### config.mk
export PLATFORM = sky130hd
export DESIGN_NAME = remote_comm
export DESIGN_NICKNAME = d
export VERILOG_FILES = /design/src/rtl/remote_comm.sv
export SDC_FILE = /design/constraint.sdc
export NUM_CORES = 1
export LEC_CHECK = 0
export CAP_MARGIN = 10
export CELL_PAD_IN_SITES_DETAIL_PLACEMENT = 1
export CELL_PAD_IN_SITES_GLOBAL_PLACEMENT = 1
export CORE_ASPECT_RATIO = 0.5
export CORE_MARGIN = 2
export CORE_UTILIZATION = 49
export CTS_BUF_LIST = sky130_fd_sc_hd__clkbuf_4
export CTS_CLUSTER_SIZE = 8
export DETAILED_ROUTE_END_ITERATION = 16
export PLACE_DENSITY = 0.85
export SYNTH_ARGS = -nofsm -noshare
export SYNTH_HDL_FRONTEND = slang
export SYNTH_SLANG_ARGS = --single-unit
### constraint.sdc
create_clock -name clk -period 3.5 [get_ports clk]
set_clock_uncertainty 0.05 [all_clocks]
set_input_delay 0.7 -clock clk [delete_from_list [all_inputs] [get_ports clk]]
set_output_delay 0.7 -clock clk [all_outputs]
set_load 0.05 [all_outputs]
### src/rtl/remote_comm.sv
// ============================================================================
// Module   : remote_comm
// Purpose  : Host-side command link. It sends a 16-bit command over UART 8N1
//            as two bytes, high byte first, and receives single-byte responses.
// Options  : FRAMING_CHECK_EN - when defined, frames with a bad stop bit are dropped.
// Revision : 1.0  initial release
// ============================================================================
`default_nettype none

module remote_comm #(
  parameter int BAUD_DIV = 2604
) (
  input  logic        clk,
  input  logic        rst,
  input  logic        RX,
  output logic        TX,
  input  logic [15:0] cmd,
  input  logic        snd_cmd,
  output logic        cmd_snt,
  output logic        resp_rdy,
  output logic [7:0]  resp
);

  localparam int CW = (BAUD_DIV > 4095) ? $clog2(BAUD_DIV) : 12;
  localparam logic [CW-1:0] BAUD_LAST = CW'(BAUD_DIV - 1);
  localparam logic [CW-1:0] HALF_LAST = CW'(BAUD_DIV / 2 - 1);

  typedef enum logic [1:0] {S_IDLE, S_HIGH, S_LOW, S_DONE} cmd_state_t;
  typedef enum logic [1:0] {R_IDLE, R_START, R_DATA, R_WAIT} rx_state_t;

  cmd_state_t    state_q;
  logic [15:0]   cmd_q;
  logic          tx_start_q;
  logic          cmd_snt_q;

  logic          tx_busy_q;
  logic [8:0]    tx_shift_q;
  logic [3:0]    tx_bit_q;
  logic [CW-1:0] tx_cnt_q;

  rx_state_t     rx_state_q;
  logic          rx_meta_q, rx_sync_q, rx_prev_q;
  logic [CW-1:0] rx_cnt_q;
  logic [3:0]    rx_bit_q;
  logic [7:0]    rx_shift_q;
  logic [7:0]    resp_q;
  logic          resp_rdy_q;

  logic          accept;
  logic          tx_tick;
  logic          tx_done;
  logic [7:0]    tx_byte;

  assign accept  = (state_q == S_IDLE) && snd_cmd;
  assign tx_tick = tx_busy_q && (tx_cnt_q == BAUD_LAST);
  assign tx_done = tx_tick && (tx_bit_q == 4'd9);
  // The byte to load follows the FSM state the start pulse is issued in.
  assign tx_byte = (state_q == S_HIGH) ? cmd_q[15:8] : cmd_q[7:0];

  always_ff @(posedge clk) begin
    if (rst) begin
      state_q    <= S_IDLE;
      cmd_q      <= 16'h0000;
      tx_start_q <= 1'b0;
      cmd_snt_q  <= 1'b0;
    end else begin
      tx_start_q <= 1'b0;
      case (state_q)
        S_IDLE: if (snd_cmd) begin
          cmd_q      <= cmd;
          cmd_snt_q  <= 1'b0;
          tx_start_q <= 1'b1;
          state_q    <= S_HIGH;
        end
        S_HIGH: if (tx_done) begin
          tx_start_q <= 1'b1;
          state_q    <= S_LOW;
        end
        S_LOW: if (tx_done) begin
          cmd_snt_q <= 1'b1;
          state_q   <= S_DONE;
        end
        default: state_q <= S_IDLE;
      endcase
    end
  end

  // Shift register idles at all ones, so its LSB is the line level directly.
  always_ff @(posedge clk) begin
    if (rst) begin
      tx_busy_q  <= 1'b0;
      tx_shift_q <= 9'h1FF;
      tx_bit_q   <= 4'd0;
      tx_cnt_q   <= '0;
    end else if (tx_start_q && !tx_busy_q) begin
      tx_busy_q  <= 1'b1;
      tx_shift_q <= {tx_byte, 1'b0};
      tx_bit_q   <= 4'd0;
      tx_cnt_q   <= '0;
    end else if (tx_busy_q) begin
      if (tx_tick) begin
        tx_cnt_q   <= '0;
        tx_shift_q <= {1'b1, tx_shift_q[8:1]};
        tx_bit_q   <= tx_bit_q + 4'd1;
        if (tx_bit_q == 4'd9) tx_busy_q <= 1'b0;
      end else begin
        tx_cnt_q <= tx_cnt_q + 1'b1;
      end
    end
  end

  always_ff @(posedge clk) begin
    if (rst) begin
      rx_state_q <= R_IDLE;
      rx_meta_q  <= 1'b1;
      rx_sync_q  <= 1'b1;
      rx_prev_q  <= 1'b1;
      rx_cnt_q   <= '0;
      rx_bit_q   <= 4'd0;
      rx_shift_q <= 8'h00;
      resp_q     <= 8'h00;
      resp_rdy_q <= 1'b0;
    end else begin
      rx_meta_q <= RX;
      rx_sync_q <= rx_meta_q;
      rx_prev_q <= rx_sync_q;
      if (accept) resp_rdy_q <= 1'b0;
      case (rx_state_q)
        R_IDLE: if (rx_prev_q && !rx_sync_q) begin
          rx_state_q <= R_START;
          rx_cnt_q   <= '0;
          resp_rdy_q <= 1'b0;
        end
        R_START: if (rx_cnt_q == HALF_LAST) begin
          rx_cnt_q   <= '0;
          rx_bit_q   <= 4'd0;
          rx_state_q <= rx_sync_q ? R_IDLE : R_DATA;
        end else begin
          rx_cnt_q <= rx_cnt_q + 1'b1;
        end
        R_DATA: if (rx_cnt_q == BAUD_LAST) begin
          rx_cnt_q <= '0;
          if (rx_bit_q == 4'd8) begin
`ifdef FRAMING_CHECK_EN
            if (rx_sync_q) begin
              resp_q     <= rx_shift_q;
              resp_rdy_q <= 1'b1;
              rx_state_q <= R_IDLE;
            end else begin
              rx_state_q <= R_WAIT;
            end
`else
            resp_q     <= rx_shift_q;
            resp_rdy_q <= 1'b1;
            rx_state_q <= R_IDLE;
`endif
          end else begin
            rx_shift_q <= {rx_sync_q, rx_shift_q[7:1]};
            rx_bit_q   <= rx_bit_q + 4'd1;
          end
        end else begin
          rx_cnt_q <= rx_cnt_q + 1'b1;
        end
        default: if (rx_sync_q) rx_state_q <= R_IDLE;
      endcase
    end
  end

  assign TX       = tx_shift_q[0];
  assign cmd_snt  = cmd_snt_q;
  assign resp_rdy = resp_rdy_q;
  assign resp     = resp_q;

endmodule

`default_nettype wire

==> results of run 1 <==
==> worst max-delay path by stage <==
stage | startpoint | end | slack, ps | cells after the start
CTS | rx_cnt_q[0] | rx_bit_q[3] | 950 | 6
finish | rx_cnt_q[0] | rx_bit_q[3] | 920 | 6
floorplan | rx_cnt_q[2] | rx_bit_q[1] | 1210 | 6
detailed placement | rx_cnt_q[0] | rx_bit_q[3] | 970 | 6
global placement | rx_cnt_q[0] | rx_bit_q[3] | 1140 | 6
global route | rx_cnt_q[0] | rx_bit_q[3] | 780 | 6
==> through the flow <==
step,utilization [%],setup WS [ps]
after floorplan,-,1210
after global placement,56.1,1140
after detailed placement,56.1,971
after CTS,58.0,953
after global routing,58.0,783
final,58.0,922
==> cell usage in the layout, fill, tap and decap left out, drive strengths merged, types with 11 or more instances in the layout <==
| cell | netlist | routed |
|---|---|---|
| a21oi | 27 | 27 |
| clkdlybuf4s50 | 0 | 29 |
| dfxtp | 84 | 84 |
| ha | 14 | 14 |
| inv | 13 | 15 |
| mux2i | 19 | 19 |
| nand2 | 71 | 71 |
| nor2 | 56 | 56 |
| or2 | 12 | 12 |
| xnor2 | 11 | 11 |
| xor2 | 12 | 12 |
==> state kept, by name, summed over array words and instances (netlist names) <==
register,cells
resp_rdy,1
cmd_q,16
tx_cnt_q,12
state_q,2
tx_shift_q,9
rx_state_q,2
rx_shift_q,8
resp,8
tx_start_q,1
rx_prev_q,1
cmd_snt,1
rx_bit_q,4
rx_meta_q,1
tx_busy_q,1
tx_bit_q,4
rx_sync_q,1
rx_cnt_q,12
==> layer usage <==
layer  part of all wire [%]  vias up
li1                       -     1563
met1                     46     1525
met2                     50       35
met3                    3.1       12
met4                    1.1        0
met5                      0        -
==> critical path, stage by stage, from the launching register on <==
cell and delay [ps]:
dfxtp_1 420, ha_1 160, or4bb_1 530, o31ai_2 480
inv_1 170, or4_1 530, a21oi_1 170
==> power breakdown <==
group / total (W) / internal [W] / switching [W]
combinational: 0.000401 / 0.000151 / 0.000250
clock: 0.000582 / 0.000221 / 0.000361
sequential: 0.00108 / 0.00103 / 0.0000474
==> cell families after synthesis <==
logic type,synth area share (%)
DFF,44.3
AOI/OAI and AO/OA,10.3
adders and majority gates,4.62
buffers and inverters,3.43
and+or+nand+nor,27.1
xor gates and xnor gates,5.31
muxes,5.01
==> final cells by class <==
class	instances	area, um^2	area share, %
multi-input cells	327	1980	46.1
flip-flops and latches	84	1680	39.1
repair buffers	33	318	7.39
well taps	96	120	2.79
clock inverters	7	75.1	1.75
clock buffers	9	67.6	1.57
inverters	14	52.6	1.22
==> key figures, run 1 <==
CTS
  • Setup repair bufs after CTS: 0
  • Post-CTS Hold Fix Bufs: 0
  • Worst-path clk slew: between 100 and 150 ps
  • Clk_lat worst skew: between 400 and 500 ps
  • CTS tree: yes
  • CTS Buf Count: 9
  • Total number of H-tree levels: 3
  • Post_cts resized: 0
  • Sink Count: 84
  • Root Buffer: clkbuf_4
  • Clock Path Buffers: 2

Finish
  • Synth-to-Final Area Change: 13.3%
  • Post-layout nets: approximately 500
  • Share of layout cells above drive strength 1: between 8 and 9%
  • Design area: about 4300 um^2
  • Filler Cell Count: approximately 900
  • Final Non-Filler Cells: 570
  • Diode count: 0

Logic synthesis
  • Synth cell types: between 40 and 50
  • Share of the synthesized area in the top cell type: between 40 and 50%
  • Asr flop ratio synth: 0%
  • Synth warnings: 0
  • Mapped Area: roughly 3800 um^2
  • FF+latch count, synth: 84
  • Top_reg_cell synth: dfxtp_1
  • Top post-synthesis cells by area: dfxtp_1, nand2_1, nor2_1
  • Syn Inst Count: approximately 450
  • Top-count cell post-synth: dfxtp_1
  • Post-synth EDFFs: 0
  • Synth top cells by count: dfxtp_1, nand2_1, nor2_1
  • Mean Syn Cell Area: 8.53 um^2
  • Seq/Total Area, Yosys: between 40 and 50%
  • Syn_nets: 479
  • Largest area contributor in the netlist: dfxtp_1

Worst setup path
  • Worst EP required: roughly 3800 ps
  • R2R cell count: 6
  • Critical-path maximum fanout: 6
  • Critical Path AT: approximately 2900 ps
  • Crit. End Element: flop
  • FF-to-FF Start: rx_cnt_q[0]
  • Slack of the worst reg-to-reg path: 920 ps
  • CP Class: flop to flop
  • Startpoint types: flop
  • Worst R2R End: rx_bit_q[3]

STA
  • Unrepaired setup endpoints after global routing: false
  • Worst-Margin Slew: just under 700 ps
  • Slew Viols, Final: 0
  • Final hold vios: 0
  • Setup tns final: 0 ps
  • Minimum clock period: between 2000 and 3000 ps
  • Final setup viols: 0
  • Fin crit share: between 70% and 80%
  • Normalized max-slew margin: between 50% and 60%
  • Fmax: just under 400 MHz
  • Hold WS: about 380 ps

Placement
  • I/O Buffers: 30
  • DP Cell Count: around 550
  • Routability Congestion: between 0.8 and 0.9
  • Detailed-placement wirelength estimate: between 6000 and 7000 um
  • DP Area: 4160 um^2

Floorplan
  • Die Wd: 128 um
  • # IOs: 31
  • Row Count: 22
  • Die Area: around 8500 um^2
  • Core area: approximately 7400 um^2
  • Chip Height: roughly 66 um
  • Initial Utilization: 51.3%

Global route
  • Initial antenna violation count: 0
  • Largest net degree at the start of global routing: slightly above 40
  • Vias in the first global route: 3263
  • GRT overflow: 0
  • Met1 Track Usage GR: ~25%
  • Global-route wire length before repair: between 15000 and 20000 um
  • GR Util met3: under 10%
  • GRT Total Usage: a little under a quarter
  • M2 GR Usage: 42.5%
  • Most Crowded Layer GR: met2

Detailed routing
  • Iteration-0 DRC Markers: 86
  • Routed vias: ~3100
  • # DRC: 0
  • Wirelength, routed: around 9000 um
  • Vias per inst: approximately 5.5
  • ANT nets after route: 0
  • First-pass DRT Iterations: 4
  • DR WL/cell: 15.7 um

Status
  • Status: finished clean

Min path
  • Hold path depth: 1
  • Hold Crit Start: rx_meta_q
  • Hold path endpoint: rx_sync_q
  • Min-Delay Path Class: flop to flop

Power and ir drop
  • Worst IR drop on VDD: about 0.25 mV
  • Leakage power: roughly 1.5 nW
  • Power density over cell area: around 480 nW/um^2
  • Total power: 0.00206 W

Run
  • Max Cap Violations: 0
Power figures use the tool's default switching activity.
==> run 2: changes to the inputs <==
--- a/config.mk
+++ b/config.mk
@@ -10,11 +10,11 @@
 export CELL_PAD_IN_SITES_GLOBAL_PLACEMENT = 1
 export CORE_ASPECT_RATIO = 0.5
 export CORE_MARGIN = 2
-export CORE_UTILIZATION = 49
+export CORE_UTILIZATION = 41
 export CTS_BUF_LIST = sky130_fd_sc_hd__clkbuf_4
 export CTS_CLUSTER_SIZE = 8
 export DETAILED_ROUTE_END_ITERATION = 16
-export PLACE_DENSITY = 0.85
+export PLACE_DENSITY = 0.76
 export SYNTH_ARGS = -nofsm -noshare
 export SYNTH_HDL_FRONTEND = slang
 export SYNTH_SLANG_ARGS = --single-unit
==> constraint.sdc (replaced) <==
create_clock -name clk -period 2.2 [get_ports clk]
set_clock_uncertainty 0.05 [all_clocks]
set_input_delay 0.44 -clock clk [delete_from_list [all_inputs] [get_ports clk]]
set_output_delay 0.44 -clock clk [all_outputs]
set_load 0.05 [all_outputs]
==> key figures, run 2 (synthesis results as in run 1) <==
Detailed routing
  • DR WL/cell: 14.7 um (-6.7%)
  • ANT nets after route: 0 (unchanged)
  • Iteration-0 DRC Markers: 126 (+47%)
  • Routed vias: 3237 (+3.3%)
  • First-pass DRT Iterations: 4 (unchanged)
  • Vias per inst: 5.12 (-6.9%)
  • Wirelength, routed: 9270 um (+3.4%)
  • # DRC: 0 (unchanged)

Global route
  • GRT overflow: 0 (unchanged)
  • Initial antenna violation count: 0 (unchanged)
  • Global-route wire length before repair: 15400 um (+1.9%)
  • Vias in the first global route: 3278 (+0.46%)
  • GRT Total Usage: 18.7% (-4.2 points)
  • Largest net degree at the start of global routing: 31 (-24%)

Worst setup path
  • Critical-path maximum fanout: 5 (-1)
  • Startpoint types: flop
  • Most used cell along the critical path: or4_1
  • CP Cell Sequence: or4_1, or4_4, o21a_4, or4_1, a21oi_1
  • Critical Path AT: 2540 ps (-370 ps)
  • Crit. End Element: flop
  • Crit path buf inv count: 0 (-1)
  • Critical-path top delay cell: or4_1
  • Crit-path leading delay family: simple AND/OR/NAND/NOR gates
  • Worst EP required: 2520 ps (-1310 ps)
  • CP Class: flop to flop
  • Critical Path Max Stage Delay: 500 ps (-30 ps)

Finish
  • Post-layout nets: 544 (+8.2%)
  • Biggest register: cmd_q
  • Filler Cell Count: 1051 (+17%)
  • Area of the multi-input gates: 2070 um^2 (+4.5%)
  • Most common cell after layout, fill and taps aside: dfxtp_1
  • Most frequent cells in the layout: dfxtp_1, nand2_1, nor2_1, buf_4, clkdlybuf4s50_1
  • Synth-to-Final Area Change: 25.2%
  • Diode count: 0 (unchanged)
  • Final Non-Filler Cells: 632 (+11%)
  • Finished Core Util: 53.6% (-4.4 points)
  • Share of layout cells above drive strength 1: 18.3% (+10 points)
  • Register area: 1690 um^2 (+0.30%)
  • Top Registers: cmd_q (16), rx_cnt_q (12), tx_cnt_q (12)
  • Max reg flops: 16 (unchanged)

Run
  • Max Cap Violations: 0 (unchanged)

Placement
  • Routability Congestion: 0.764 (-6.6%)
  • I/O Buffers: 30 (unchanged)
  • DP Cell Count: 610 (+10%)
  • Post-Place Worst Slack: -65.6 ps (-1040 ps)
  • Detailed-placement wirelength estimate: 6240 um (-2.7%)

STA
  • Minimum clock period: 2220 ps (-356 ps)
  • Fin crit share: 101% (+27 points)
  • Worst-Margin Slew: 598 ps (-84.5 ps)
  • Fmax: 450 MHz (+16%)
  • Setup WS post-layout: -22.5 ps (-944 ps)
  • Final setup viols: 2 (+2)
  • Slew Viols, Final: 0 (unchanged)
  • Unrepaired setup endpoints after global routing: true
  • Normalized max-slew margin: 60.1% (+5.6 points)
  • Final hold vios: 0 (unchanged)

Floorplan
  • Die Wd: 140 um (+9.0%)
  • Initial Utilization: 42.8% (-8.4 points)
  • Die Area: 10100 um^2 (+19%)
  • Chip Height: 72.0 um (+8.8%)
  • # IOs: 31 (unchanged)
  • Row Count: 24 (+9.1%)
  • Core area: 8860 um^2 (+20%)

CTS
  • Total number of H-tree levels: 3 (unchanged)
  • Post-CTS Hold Fix Bufs: 0 (unchanged)
  • CTS Buf Count: 9 (unchanged)
  • Clk_lat worst skew: 430 ps (-30 ps)
  • Worst-path clk slew: 140 ps (about the same)
  • Sink Count: 84 (unchanged)
  • Root Buffer: clkbuf_4
  • Clock Path Buffers: 2 (unchanged)
  • CTS tree: yes

Power and ir drop
  • Power density over cell area: 700 nW/um^2 (+46%)
  • Worst IR drop on VDD: 0.453 mV (+79%)
  • Leakage power: 1.79 nW (+17%)

Min path
  • Min-Delay Path Class: input pin to flop

Status
  • Failing checks: setup timing
  • Status: complete, but fails checks
-- run 2: stage by stage --
stage	total power, W	area, um^2	hold slack [ps]	setup TNS [ps]
after detailed placement	0.00247	4460	351	-142
after global routing	0.00354	4750	254	-473
after CTS	0.00336	4660	251	-31.3
after global placement	0.00244	4460	345	-30.7
after floorplan	0.00221	3800	339	-59.9
final	0.00332	4750	280	-29.2
-- run 2: per-layer routing --
| metal | GRT usage (%) | routed length (um) | vias up |
|---|---|---|---|
| li1 | - | - | 1644 |
| met1 | 23.6 | 4520 | 1549 |
| met2 | 33.2 | 4440 | 36 |
| met3 | 4.55 | 240 | 8 |
| met4 | 3.70 | 68 | 0 |
| met5 | 0 | 0 | - |
-- run 2: worst register-to-register path: cells and delay by family (launching register included) --
family	cells	cell delay [ps]
and+or+nand+nor	3	1380
AOI/OAI and AO/OA	2	370
DFF	1	350
-- run 2: power breakdown --
part / internal [W] / leakage [nW] / total, W / switching, W
Combinational: 0.000325 / 1.03 / 0.000748 / 0.000423
Clock: 0.000349 / 0.0712 / 0.000868 / 0.000519
Sequential: 0.00163 / 0.684 / 0.00171 / 0.0000739
-- run 2: worst paths after layout --
path,slack [ps],cells after the start,start,to
max,-20,5,rx_cnt_q[4],rx_bit_q[3]
min,280,2,rst,rx_cnt_q[1]
max reg2reg,-20,5,rx_cnt_q[4],rx_bit_q[3]
min reg2reg,370,1,rx_meta_q,rx_sync_q
-- run 2: cell type report --
type	instances	share of cell area [%]
clock buffer	10	1.58
clock inverter	6	1.16
inverter	14	1.11
multi-input combinational	327	43.6
sequential	84	35.5
tap	117	3.08
timing repair buffer	74	14.0
-- run 2: what timing repair did --
item                                    CTS  global route
buffers inserted                          4             1
endpoints found under the setup margin    5            32
resized for setup                         8            18
pin swaps                                 8            13
gates cloned                              0             2
